===== config.mk =====
export PLATFORM = sky130hd
export DESIGN_NAME = audio_i2s_tone_tx_flat
export DESIGN_NICKNAME = d
export VERILOG_FILES = /design/src/rtl/audio_i2s_tone_tx_if.sv /design/src/rtl/audio_i2s_tone_tx.sv /design/src/flat_wrapper.sv
export SDC_FILE = /design/constraint.sdc
export NUM_CORES = 1
export LEC_CHECK = 0
export BUFFER_PORTS_ARGS = -buffer_cell sky130_fd_sc_hd__clkbuf_2
export CAP_MARGIN = 30
export CELL_PAD_IN_SITES_DETAIL_PLACEMENT = 1
export CELL_PAD_IN_SITES_GLOBAL_PLACEMENT = 1
export CORE_ASPECT_RATIO = 1.1
export CORE_MARGIN = 2
export CORE_UTILIZATION = 51
export DETAILED_ROUTE_END_ITERATION = 12
export PLACE_DENSITY = 0.9
export REMOVE_ABC_BUFFERS = 1
export SETUP_SLACK_MARGIN = 0.15
export SYNTH_ARGS = -nofsm -noshare
export SYNTH_HDL_FRONTEND = slang
export SYNTH_SLANG_ARGS = --single-unit
export TNS_END_PERCENT = 100

===== constraint.sdc =====
create_clock -name clk -period 7.5 [get_ports clk]
set_input_delay 0.375 -clock clk [delete_from_list [all_inputs] [get_ports clk]]
set_output_delay 0.375 -clock clk [all_outputs]
set_load 0.05 [all_outputs]

===== src/rtl/audio_i2s_tone_tx_if.sv =====
// Pin-side bundle of the tone transmitter: note dividers and mute in, I2S pins out.
// master = note selector side, slave = the transmitter.
interface audio_i2s_tone_tx_if;
   logic [21:0] note_div_left;
   logic [21:0] note_div_right;
   logic        mute;
   logic        audio_mclk;
   logic        audio_lrck;
   logic        audio_sck;
   logic        audio_sdin;

   modport master (
      output note_div_left, note_div_right, mute,
      input  audio_mclk, audio_lrck, audio_sck, audio_sdin
   );

   modport slave (
      input  note_div_left, note_div_right, mute,
      output audio_mclk, audio_lrck, audio_sck, audio_sdin
   );
endinterface


===== src/rtl/audio_i2s_tone_tx.sv =====
// Two square-wave tone generators feeding a 16-bit I2S serializer.
// The 512-clk frame timebase also supplies mclk, sck and lrck straight from its register bits.
module audio_i2s_tone_tx #(
   parameter logic signed [15:0] AMPLITUDE = 16'sd8192,
   parameter logic [21:0]        MIN_DIV   = 22'd2
) (
   input  logic                 clk,
   input  logic                 rst_n,
   audio_i2s_tone_tx_if.slave   bus
);

   localparam logic [15:0] POS_SAMPLE = AMPLITUDE;
   localparam logic [15:0] NEG_SAMPLE = 16'(-AMPLITUDE);

   logic [8:0]  fcnt;
   logic [8:0]  fcnt_next;
   logic        frame_wrap;
   logic        bit_wrap;

   logic [21:0] note_div [2];
   logic [21:0] div_q    [2];
   logic [21:0] tcnt     [2];
   logic [1:0]  phase;
   logic [15:0] live     [2];

   logic [15:0] shadow_l;
   logic [15:0] shadow_r;
   logic [15:0] word;
   logic [4:0]  bit_idx;
   logic        bit_val;
   logic        sdin_q;

   assign note_div[0] = bus.note_div_left;
   assign note_div[1] = bus.note_div_right;

   assign fcnt_next  = fcnt + 9'd1;
   assign frame_wrap = (fcnt == 9'd511);
   assign bit_wrap   = (fcnt[2:0] == 3'b111);

   // NOTE: sequential state uses non-blocking assignments so every register samples pre-edge values.
   always_ff @(posedge clk or negedge rst_n) begin
      if (!rst_n) begin
         fcnt <= '0;
      end else begin
         fcnt <= fcnt_next;
      end
   end

   // NOTE: the small per-channel arrays are register banks, not RAM, so they are reset like any flop.
   always_ff @(posedge clk or negedge rst_n) begin
      if (!rst_n) begin
         for (int ch = 0; ch < 2; ch++) begin
            div_q[ch] <= '0;
            tcnt[ch]  <= '0;
            phase[ch] <= 1'b0;
         end
      end else begin
         for (int ch = 0; ch < 2; ch++) begin
            if (note_div[ch] != div_q[ch]) begin
               div_q[ch] <= note_div[ch];
               tcnt[ch]  <= '0;
               phase[ch] <= 1'b0;
            end else if (div_q[ch] < MIN_DIV) begin
               tcnt[ch]  <= '0;
               phase[ch] <= 1'b0;
            end else if (tcnt[ch] == div_q[ch] - 22'd1) begin
               // Divider is >= MIN_DIV here, so div_q-1 cannot underflow.
               tcnt[ch]  <= '0;
               phase[ch] <= ~phase[ch];
            end else begin
               tcnt[ch]  <= tcnt[ch] + 22'd1;
            end
         end
      end
   end

   // NOTE: combinational outputs get a default first so no path leaves them unassigned (no latch).
   always_comb begin
      for (int ch = 0; ch < 2; ch++) begin
         live[ch] = '0;
         if (div_q[ch] >= MIN_DIV) begin
            live[ch] = phase[ch] ? NEG_SAMPLE : POS_SAMPLE;
         end
      end
   end

   // Both slots of a frame come from this single latch, so a mid-frame divider change waits a frame.
   always_ff @(posedge clk or negedge rst_n) begin
      if (!rst_n) begin
         shadow_l <= '0;
         shadow_r <= '0;
      end else if (frame_wrap) begin
         shadow_l <= bus.mute ? 16'h0000 : live[0];
         shadow_r <= bus.mute ? 16'h0000 : live[1];
      end
   end

   // sdin is loaded for the bit slot that starts on this edge, which lines up with sck falling.
   assign bit_idx = fcnt_next[7:3];
   assign word    = fcnt_next[8] ? shadow_r : shadow_l;

   always_comb begin
      bit_val = 1'b0;
      if (bit_idx >= 5'd1 && bit_idx <= 5'd16) begin
         bit_val = word[4'(5'd16 - bit_idx)];
      end
   end

   always_ff @(posedge clk or negedge rst_n) begin
      if (!rst_n) begin
         sdin_q <= 1'b0;
      end else if (bit_wrap) begin
         sdin_q <= bit_val;
      end
   end

   assign bus.audio_mclk = fcnt[1];
   assign bus.audio_sck  = fcnt[2];
   assign bus.audio_lrck = fcnt[8];
   assign bus.audio_sdin = sdin_q;

endmodule

===== src/flat_wrapper.sv =====
// flat-port wrapper written by rule: the top's interface ports become plain ports
module audio_i2s_tone_tx_flat 
#(
   parameter logic signed [15:0] AMPLITUDE = 16'sd8192,
   parameter logic [21:0]        MIN_DIV   = 22'd2
)
  (clk, rst_n, bus_note_div_left, bus_note_div_right, bus_mute, bus_audio_mclk, bus_audio_lrck, bus_audio_sck, bus_audio_sdin);
  audio_i2s_tone_tx_if bus_i ();
  input  logic clk;
  input  logic rst_n;
  input wire logic [$bits(bus_i.note_div_left)-1:0] bus_note_div_left;
  input wire logic [$bits(bus_i.note_div_right)-1:0] bus_note_div_right;
  input wire logic [$bits(bus_i.mute)-1:0] bus_mute;
  output wire logic [$bits(bus_i.audio_mclk)-1:0] bus_audio_mclk;
  output wire logic [$bits(bus_i.audio_lrck)-1:0] bus_audio_lrck;
  output wire logic [$bits(bus_i.audio_sck)-1:0] bus_audio_sck;
  output wire logic [$bits(bus_i.audio_sdin)-1:0] bus_audio_sdin;
  assign bus_i.note_div_left = bus_note_div_left;
  assign bus_i.note_div_right = bus_note_div_right;
  assign bus_i.mute = bus_mute;
  assign bus_audio_mclk = bus_i.audio_mclk;
  assign bus_audio_lrck = bus_i.audio_lrck;
  assign bus_audio_sck = bus_i.audio_sck;
  assign bus_audio_sdin = bus_i.audio_sdin;
  audio_i2s_tone_tx #(.AMPLITUDE(AMPLITUDE), .MIN_DIV(MIN_DIV)) u_core (.clk(clk), .rst_n(rst_n), .bus(bus_i));
endmodule

==> results of run 1 <==
## worst max path at each step
stage,start,cells past startpoint,end,slack [ns]
after floorplan,u_core.div_q[30]$_DFFE_PN0N_,7,u_core.tcnt[24]$_DFF_PN0_,3.56
after global placement,u_core.div_q[30]$_DFFE_PN0N_,8,u_core.tcnt[24]$_DFF_PN0_,4.31
after detailed placement,u_core.div_q[22]$_DFFE_PN0N_,10,u_core.tcnt[43]$_DFF_PN0_,4.21
after CTS,u_core.div_q[22]$_DFFE_PN0N_,10,u_core.tcnt[43]$_DFF_PN0_,4.16
after global routing,u_core.div_q[22]$_DFFE_PN0N_,10,u_core.tcnt[43]$_DFF_PN0_,3.89
final,u_core.div_q[22]$_DFFE_PN0N_,10,u_core.tcnt[24]$_DFF_PN0_,4.13
## registers in the layout (all words and copies together), names as in the netlist
signal and flops:
u_core.bus.audio_sdin 1, u_core.div_q 44, u_core.fcnt 9, u_core.phase 2, u_core.shadow_l 2, u_core.shadow_r 2, u_core.tcnt 44
## layer usage
metal	track usage (%)	vias to the layer above
met5	0	-
li1	-	2217
met4	14.1	0
met2	44.6	130
met1	32.6	2408
met3	3.69	46
## metrics by stage
stage / worst slack (ns) / cells / utilization, % / power, mW
global route: 3.89 / 813 / 55.7 / 1.18
global placement: 4.31 / 797 / 53.4 / 0.697
detailed placement: 4.21 / 797 / 53.4 / 0.702
CTS: 4.16 / 813 / 55.7 / 1.15
floorplan: 3.56 / 589 / - / 0.651
finish: 4.13 / 813 / 55.7 / 1.14
## critical path: cells and delay by family, from the launching register on
kind	cells	cell delay (ns)
AO/OA/AOI/OAI	2	0.43
adder cells (fa/ha/maj)	1	0.29
flip-flops	1	0.45
AND/OR/NAND/NOR	5	1.57
buffers and inverters	2	0.48
## area by class of cell
type                    instances  area [um2]
fillers                      1341        5310
multi-input cells             467        3260
flip-flops and latches        104        2600
repair buffers                 54         283
clock buffers                   9         225
well taps                     154         193
inverters                      18        67.6
clock inverters                 7        48.8
## cells in the mapped netlist, types with 8 or more instances
cell | instances | area share, %
and3_1 | 11 | 1.1
nor2_1 | 53 | 3.2
xor2_1 | 74 | 10
clkbuf_1 | 56 | 3.4
nand4_1 | 22 | 2.2
a31oi_1 | 10 | 1.0
xnor2_1 | 67 | 9.4
a21oi_1 | 8 | 0.64
nand3_1 | 28 | 2.2
dfrtp_1 | 104 | 42
nor2_2 | 20 | 2.0
nor3_1 | 19 | 1.5
o21ai_0 | 15 | 1.2
nand2_1 | 34 | 2.0
nor4_1 | 13 | 1.3
inv_1 | 18 | 1.1
ha_1 | 11 | 2.2
## cells in the final DEF, fill, tap and decap left out, types with 4 or more instances in the layout
| cell type | synthesis | final |
|---|---|---|
| nor2_1 | 53 | 53 |
| clkbuf_16 | 0 | 9 |
| dfrtp_1 | 104 | 104 |
| or4_1 | 7 | 7 |
| nand3_1 | 28 | 28 |
| a31oi_1 | 10 | 10 |
| or3_1 | 6 | 6 |
| nand4_1 | 22 | 22 |
| mux2i_1 | 4 | 4 |
| nor2_2 | 20 | 20 |
| clkbuf_2 | 0 | 49 |
| and3_1 | 11 | 11 |
| or3_2 | 4 | 4 |
| or4_4 | 5 | 5 |
| xor2_1 | 74 | 74 |
| nor4_1 | 13 | 13 |
| nor3_1 | 19 | 19 |
| a21oi_1 | 8 | 8 |
| and4_1 | 4 | 4 |
| ha_1 | 11 | 11 |
| nand2_1 | 34 | 34 |
| xnor2_1 | 67 | 67 |
| clkinvlp_4 | 0 | 4 |
| o21ai_0 | 15 | 15 |
| buf_4 | 1 | 5 |
| inv_1 | 18 | 18 |
## cells by family (layout without fill, tap and decap cells)
logic type / after synthesis / after routing / synth area share (%)
XOR/XNOR: 141 / 141 / 19.8
AND/OR/NAND/NOR: 249 / 249 / 22.1
adder cells (fa/ha/maj): 12 / 12 / 2.37
AO/OA/AOI/OAI: 58 / 58 / 6.63
buffers and inverters: 85 / 88 / 6.12
flip-flops: 104 / 104 / 41.8
multiplexers: 7 / 7 / 1.18
## where the power goes
part	leakage [nW]	switching, mW	internal [mW]
sequential	1.33	0.0251	0.572
clock	0.123	0.224	0.225
combinational	1.21	0.0539	0.0415
==> results.sh, run 1 <==
export IMPL_place_area_um2=6400
export IMPL_synth_area_um2=6230
export IMPL_design_area_um2=6680
export IMPL_clock_sinks=104
export IMPL_highest_layer="met4"
export IMPL_status="finished, final reports clean"
export IMPL_cp_required_ns=7.73
export IMPL_cts_setup_buffers=0
export IMPL_whs_ns=0.0152
export IMPL_diodes=0
export IMPL_hold_path_class="in -> async"
export IMPL_drv_slew=0
export IMPL_fin_tns_setup_ns=0
export IMPL_num_vias=4801
export IMPL_io_pins=51
export IMPL_rows=42
export IMPL_routedLengthMet1_um=6720
export IMPL_r2r_start="u_core.div_q[22]$_DFFE_PN0N_"
export IMPL_synth_edf_count=0
export IMPL_rr_worst_depth=10
export IMPL_p_leak_nw=2.66
export IMPL_gp_congestion=0.931
export IMPL_htree_levels=3
export IMPL_drt_total_wl_um=16000
export IMPL_clk_pin_slew_ns=0.08
export IMPL_worst_slew_pin_slew_ns=0.791
export IMPL_root_buffer="clkbuf_16"
export IMPL_port_buffers=50
export IMPL_antenna_found_initial=0
export IMPL_cts_path_max_buffers=2
export IMPL_timing_fmax_mhz=297
export IMPL_setup_viol=0
export IMPL_vdd_ir_drop_max_mv=0.129
export IMPL_hold_viol=0
export IMPL_drtIter0Drc=220
export IMPL_grt_pass1_wl_um=26800
export IMPL_crit_path_max_fanout=22
export IMPL_die_area_um2=13100
export IMPL_cts_inserted_buffers=9
export IMPL_ys_ff_latch=104
export IMPL_cp_start_kind="flop"
export IMPL_wl_per_cell_um=19.7
export IMPL_cts_resized=0
export IMPL_fp_dieH_um=120
export IMPL_drv_cap=0
export IMPL_start_util_pct=52.0
export IMPL_fp_coreArea_um2=12000
export IMPL_rsz0062_at_grt="no"
export IMPL_routed_wl_met3_um=606
export IMPL_ctsHoldBuffers=0
export IMPL_ys_types=60
export IMPL_synth_area_per_cell_um2=9.50
export IMPL_slowest_stage="or4_1"
export IMPL_reg2reg_slack_ns=4.13
export IMPL_cp_arrival_ns=3.60
export IMPL_grt_pass1_vias=5198
export IMPL_worstPathCellList="inv_1, ha_1, nor3b_1, and2_2, nand2_1, o21a_1, or4_1, o31ai_4, buf_4, nor2_1"
export IMPL_synth_seq_area_share_pct=41.8
export IMPL_area_growth_pct=7.13
export IMPL_layout_drive_gt1_share_pct=18.2
export IMPL_die_w_um=109
export IMPL_drc_errors=0
export IMPL_p_per_area_nw_per_um2=171
export IMPL_syn_inst=656
export IMPL_dr_wl_met2_um=7960
export IMPL_cp_slowest_stage_delay_ns=0.56
export IMPL_grt_overflow_total=0
export IMPL_async_flop_share_pct=100
export IMPL_grt_max_degree=57
export IMPL_track_usage_pct=26.5
export IMPL_ys_flop_type="dfrtp_1"
export IMPL_clock_latency_ns=0.36
export IMPL_period_minus_slack_ns=3.37
export IMPL_timing_rr_end="u_core.tcnt[24]$_DFF_PN0_"
export IMPL_final_antenna_net_count=0
export IMPL_clock_skew_ns=0.0113
export IMPL_place_hpwl_um=11800
export IMPL_relSlewSlack_pct=46.8
export IMPL_cts_tree="built"
export IMPL_drt_first_pass_iters=4
export IMPL_yosys_warnings=0
export IMPL_via_per_inst=5.91
export IMPL_nNetsFinal=712
export IMPL_min_period_over_period_pct=44.9
export IMPL_end_kind="flop"
export IMPL_critPathKind="reg -> reg"
(Power assumes the default switching activity.)
==> run 2, diff against run 1 <==
CORE_UTILIZATION = 47   (was 51)
PLACE_DENSITY = 0.84   (was 0.9)
clock period = 3.3 ns   (was 7.5 ns; I/O delays follow)
==> results.sh, run 2 (synthesis results as in run 1) <==
export IMPL_p_switching_mw=0.746
export IMPL_p_leak_nw=3.09
export IMPL_num_vias=5346
export IMPL_relSlewSlack_pct=31.5
export IMPL_critPathKind="reg -> reg"
export IMPL_wl_per_cell_um=22.4
export IMPL_layout_commonest_cell="dfrtp_1"
export IMPL_multi_input_area_um2=3360
export IMPL_die_area_um2=14200
export IMPL_hold_path_startpoint="bus_mute"
export IMPL_die_w_um=114
export IMPL_clock_latency_ns=0.37
export IMPL_drv_slew=0
export IMPL_setup_viol=0
export IMPL_min_period_over_period_pct=99.2
export IMPL_fp_coreArea_um2=13100
export IMPL_hold_path_class="in -> reg"
export IMPL_gp_congestion=0.911
export IMPL_vdd_ir_drop_max_mv=0.236
export IMPL_whs_ns=0.155
export IMPL_slowest_stage="or4_4"
export IMPL_cp_start_kind="flop"
export IMPL_cp_slowest_stage_delay_ns=0.59
export IMPL_drtIter0Drc=323
export IMPL_path_buf_inv=2
export IMPL_layout_drive_gt1_share_pct=23.8
export IMPL_grt_max_degree=105
export IMPL_port_buffers=50
export IMPL_clock_skew_ns=0.0111
export IMPL_via_per_inst=5.93
export IMPL_final_setup_worst_slack_ns=0.0267
export IMPL_drv_cap=0
export IMPL_timing_rr_end="u_core.tcnt[43]$_DFF_PN0_"
export IMPL_holdPathEnd="u_core.shadow_l[14]$_DFFE_PN0N_"
export IMPL_status="finished, final reports clean"
export IMPL_cp_required_ns=3.59
export IMPL_hold_viol=0
export IMPL_layout_top_registers="u_core.div_q: 44 flops, u_core.tcnt: 44 flops, u_core.fcnt: 9 flops"
export IMPL_cts_tree="built"
export IMPL_rows=44
export IMPL_grt_overflow_total=0
export IMPL_r2r_start="u_core.div_q[30]$_DFFE_PN0N_"
export IMPL_worstPathCellList="or4_4, nor4_1, a21oi_1, a211o_2, a31oi_1, o31ai_4, buf_4, buf_12, nor2_1"
export IMPL_grt_pass1_wl_um=30400
export IMPL_drt_total_wl_um=20200
export IMPL_design_area_um2=7600
export IMPL_holdPathStages=4
export IMPL_layout_common_cells="dfrtp_1, xor2_1, xnor2_1"
export IMPL_place_area_um2=6600
export IMPL_crit_path_max_fanout=11
export IMPL_worstSetupPathDepth=9
export IMPL_reg2reg_slack_ns=0.03
export IMPL_clock_sinks=104
export IMPL_dpl_worst_slack_ns=0.0939
export IMPL_worst_slew_pin_slew_ns=1.02
export IMPL_end_kind="flop"
export IMPL_power_frac_clock_pct=40.5
export IMPL_cts_inserted_buffers=9
export IMPL_clk_pin_slew_ns=0.08
export IMPL_rsz0062_at_grt="yes"
export IMPL_drt_first_pass_iters=5
export IMPL_htree_levels=3
export IMPL_track_usage_pct=27.7
export IMPL_nNetsFinal=793
export IMPL_p_int_mw=2.08
export IMPL_period_minus_slack_ns=3.27
export IMPL_timing_fmax_mhz=306
export IMPL_area_growth_pct=22.0
export IMPL_register_area_um2=2610
export IMPL_start_util_pct=47.6
export IMPL_grt_pass1_vias=5817
export IMPL_fill_cells=1419
export IMPL_finalPower_mw=2.82
export IMPL_root_buffer="clkbuf_16"
export IMPL_io_pins=51
export IMPL_antenna_found_initial=0
export IMPL_swShare_pct=26.4
export IMPL_cts_path_max_buffers=2
export IMPL_rr_worst_depth=9
export IMPL_p_comb_share_pct=11.8
export IMPL_power_frac_seq_pct=47.7
export IMPL_fp_dieH_um=125
export IMPL_final_antenna_net_count=0
export IMPL_p_per_area_nw_per_um2=371
export IMPL_drc_errors=0
export IMPL_path_delay_family="simple AND/OR/NAND/NOR gates"
export IMPL_cp_arrival_ns=3.56
export IMPL_diodes=0
export IMPL_place_hpwl_um=12300
==> run 2: changes by cell type in the layout (fill, tap and decap cells not counted), sizes merged <==
| cell | before | now |
|---|---|---|
| clkinvlp | 4 | 0 |
| buf | 5 | 41 |
| inv | 18 | 20 |
| dlygate4sd3 | 0 | 45 |
| bufinv | 0 | 1 |
| clkbuf | 58 | 60 |
| clkinv | 3 | 2 |
==> run 2: worst max-delay path by stage <==
| stage | start | to | slack (ns) |
|---|---|---|---|
| floorplan | u_core.div_q[30]$_DFFE_PN0N_ | u_core.tcnt[24]$_DFF_PN0_ | -0.64 |
| global placement | u_core.div_q[32]$_DFFE_PN0N_ | u_core.phase[0]$_DFFE_PN0P_ | 0.25 |
| detailed placement | u_core.div_q[22]$_DFFE_PN0N_ | u_core.tcnt[43]$_DFF_PN0_ | 0.09 |
| CTS | u_core.div_q[36]$_DFFE_PN0N_ | u_core.tcnt[40]$_DFF_PN0_ | 0.15 |
| global route | u_core.div_q[30]$_DFFE_PN0N_ | u_core.tcnt[43]$_DFF_PN0_ | -0.09 |
| finish | u_core.div_q[30]$_DFFE_PN0N_ | u_core.tcnt[43]$_DFF_PN0_ | 0.03 |
==> run 2: per-stage QoR <==
stage | util (%) | std cells | TNS, ns
floorplan | - | 589 | -20.19
global placement | 50.4 | 824 | 0
detailed placement | 50.4 | 824 | 0
CTS | 56.6 | 887 | 0
global route | 58.0 | 901 | -0.970
finish | 58.0 | 901 | 0
==> run 2: routing by layer <==
| layer | vias up | track usage (%) | routed length [um] |
|---|---|---|---|
| met5 | - | 0 | 0 |
| met4 | 0 | 15.3 | 1110 |
| met3 | 76 | 4.62 | 852 |
| met2 | 182 | 49.8 | 10700 |
| met1 | 2710 | 30.6 | 7580 |
| li1 | 2378 | - | - |
==> run 2: worst register-to-register path, delay by kind of cell (launching register included) <==
kind / cells / cell delay [ns]
AND/OR/NAND/NOR: 3 / 1.28
buffers and inverters: 2 / 0.33
flip-flops: 1 / 0.42
AO/OA/AOI/OAI: 4 / 1.18
==> run 2: area by class of cell <==
cell class	count	area share, %
sequential	104	34.4
multi-input combinational	467	44.1
timing repair buffer	135	14.0
clock buffer	11	3.19
clock inverter	5	0.806
tap	161	2.65
inverter	18	0.889
==> run 2: timing repair <==
action,in CTS,in global routing
setup buffers,1,14
hold endpoints to repair,148,0
pin swaps,1,7
hold buffers,45,0
resized for setup,5,22
setup endpoints to repair,24,46
cloned,1,0
==> run 2: power groups by stage <==
stage	clock (mW)	combinational, mW	sequential [mW]
3_5_place_dp	0	0.249	1.37
2_1_floorplan	0	0.117	1.36
6_report	1.14	0.332	1.35
4_1_cts	1.14	0.296	1.34
5_1_grt	1.20	0.357	1.35
3_3_place_gp	0	0.238	1.36
==> run 3, diff against run 2 <==
CELL_PAD_IN_SITES_DETAIL_PLACEMENT = 0   (was 1)
==> results.sh, run 3 (synthesis results as in run 1) <==
export IMPL_nNetsFinal=786
export IMPL_diodes=0
export IMPL_layout_drive_gt1_share_pct=22.0
export IMPL_status="finished, final reports clean"
export IMPL_cp_arrival_ns=3.34
export IMPL_layout_top_registers="u_core.div_q: 44 flops, u_core.tcnt: 44 flops, u_core.fcnt: 9 flops"
export IMPL_grt_overflow_total=0
export IMPL_cts_inserted_buffers=9
export IMPL_clock_sinks=104
export IMPL_drt_total_wl_um=14500
export IMPL_root_buffer="clkbuf_16"
export IMPL_grt_use_met1_pct=27.2
export IMPL_r2r_start="u_core.div_q[32]$_DFFE_PN0N_"
export IMPL_vdd_ir_drop_max_mv=0.221
export IMPL_cts_tree="built"
export IMPL_cp_slowest_stage_delay_ns=0.54
export IMPL_power_frac_clock_pct=38.9
export IMPL_p_per_area_nw_per_um2=357
export IMPL_use_met2_pct=35.8
export IMPL_drv_slew=0
export IMPL_reg2reg_slack_ns=0.20
export IMPL_fill_cells=1096
export IMPL_rr_worst_depth=9
export IMPL_drtIter0Drc=198
export IMPL_grt_max_degree=105
export IMPL_power_frac_seq_pct=50.1
export IMPL_path_delay_family="simple AND/OR/NAND/NOR gates"
export IMPL_port_buffers=50
export IMPL_rows=44
export IMPL_p_switching_mw=0.683
export IMPL_clock_skew_ns=0.00924
export IMPL_io_pins=51
export IMPL_holdPathEnd="u_core.shadow_l[14]$_DFFE_PN0N_"
export IMPL_fp_coreArea_um2=13100
export IMPL_gp_congestion=0.911
export IMPL_timing_fmax_mhz=323
export IMPL_hold_viol=0
export IMPL_fp_dieH_um=125
export IMPL_slowest_stage="or4_4"
export IMPL_finalPower_mw=2.68
export IMPL_hold_path_class="in -> reg"
export IMPL_layout_common_cells="dfrtp_1, xor2_1, xnor2_1"
export IMPL_p_comb_share_pct=11.0
export IMPL_cp_startpoint="u_core.div_q[32]$_DFFE_PN0N_"
export IMPL_critPathKind="reg -> reg"
export IMPL_via_per_inst=5.43
export IMPL_p_int_mw=1.99
export IMPL_crit_path_max_fanout=11
export IMPL_worst_slew_pin_slew_ns=0.604
export IMPL_htree_levels=3
export IMPL_wl_per_cell_um=16.2
export IMPL_layout_commonest_cell="dfrtp_1"
export IMPL_path_buf_inv=2
export IMPL_period_minus_slack_ns=3.10
export IMPL_cp_common_cell="or4_4"
export IMPL_place_hpwl_um=10400
export IMPL_met3_usage_pct=2.73
export IMPL_cp_start_kind="flop"
export IMPL_track_usage_pct=21.2
export IMPL_setup_viol=0
export IMPL_timing_rr_end="u_core.tcnt[28]$_DFF_PN0_"
export IMPL_num_vias=4858
export IMPL_grt_busiest_layer="met2"
export IMPL_grt_pass1_vias=4875
export IMPL_clk_pin_slew_ns=0.07
export IMPL_hold_path_startpoint="bus_mute"
export IMPL_holdPathStages=4
export IMPL_cts_path_max_buffers=2
export IMPL_antenna_found_initial=0
export IMPL_relSlewSlack_pct=59.3
export IMPL_min_period_over_period_pct=93.9
export IMPL_p_leak_nw=3.04
export IMPL_die_area_um2=14200
export IMPL_grt_pass1_wl_um=23900
export IMPL_clock_latency_ns=0.36
export IMPL_cp_required_ns=3.54
export IMPL_start_util_pct=47.6
export IMPL_worstPathCellList="or4_4, or4_4, a2111o_1, a22oi_2, o2111ai_2, o31ai_4, buf_6, clkbuf_16, nor2_2"
export IMPL_rsz0062_at_grt="no"
export IMPL_drc_errors=0
export IMPL_drt_first_pass_iters=4
export IMPL_die_w_um=114
export IMPL_drv_cap=0
export IMPL_final_util_pct=57.2
export IMPL_swShare_pct=25.5
export IMPL_area_growth_pct=20.2
export IMPL_end_kind="flop"
export IMPL_final_antenna_net_count=0
## run 3: layout make-up
class / instances / area [um2] / area share [%]
clock buffers: 10 / 239 / 3.19
clock inverters: 6 / 52.6 / 0.701
well taps: 161 / 201 / 2.69
multi-input cells: 467 / 3290 / 44.0
inverters: 18 / 67.6 / 0.902
repair buffers: 128 / 1030 / 13.7
flip-flops and latches: 104 / 2610 / 34.8
## run 3: worst register-to-register path, delay by kind of cell, from the launching register on
family / cells / cell delay [ns]
AND/OR/NAND/NOR: 3 / 1.12
AO/OA/AOI/OAI: 4 / 1.05
flip-flops: 1 / 0.48
buffers and inverters: 2 / 0.34
## run 3: repair_timing
item	4_1_cts	5_1_grt
resized for setup	0	14
endpoints found under the hold margin	148	0
buffers inserted	0	7
endpoints found under the setup margin	0	46
hold buffers	45	0
## run 3: stage by stage
step	worst slack, ns	std cells	setup TNS (ns)	instance area, um2	hold WS [ns]
after global placement	0.254	824	0	6600	0.270
final	0.200	894	0	7490	0.163
after CTS	0.182	885	0	7340	0.158
after detailed placement	0.218	824	0	6600	0.277
after global routing	0.152	894	0	7490	0.187
after floorplan	-0.638	589	-20.19	5920	-0.131
## run 3: worst max path at each step
stage / end / depth (start not counted) / slack, ns
floorplan: u_core.tcnt[24]$_DFF_PN0_ / 7 / -0.64
global placement: u_core.phase[0]$_DFFE_PN0P_ / 7 / 0.25
detailed placement: u_core.tcnt[24]$_DFF_PN0_ / 10 / 0.22
CTS: u_core.tcnt[24]$_DFF_PN0_ / 10 / 0.18
global route: u_core.tcnt[22]$_DFF_PN0_ / 9 / 0.15
finish: u_core.tcnt[28]$_DFF_PN0_ / 9 / 0.20
## run 3: layer usage
layer  vias up  share of wire, %
met3        20               4.3
li1       2372                 -
met4         0               2.4
met2       100                50
met1      2366                43
met5         -                 0
## run 3: power groups by stage
stage | registers (mW) | clock network (mW) | logic, mW
4_1_cts | 1.34 | 1.07 | 0.285
6_report | 1.34 | 1.04 | 0.295
3_3_place_gp | 1.36 | 0 | 0.238
5_1_grt | 1.34 | 1.12 | 0.326
3_5_place_dp | 1.36 | 0 | 0.242
2_1_floorplan | 1.36 | 0 | 0.117
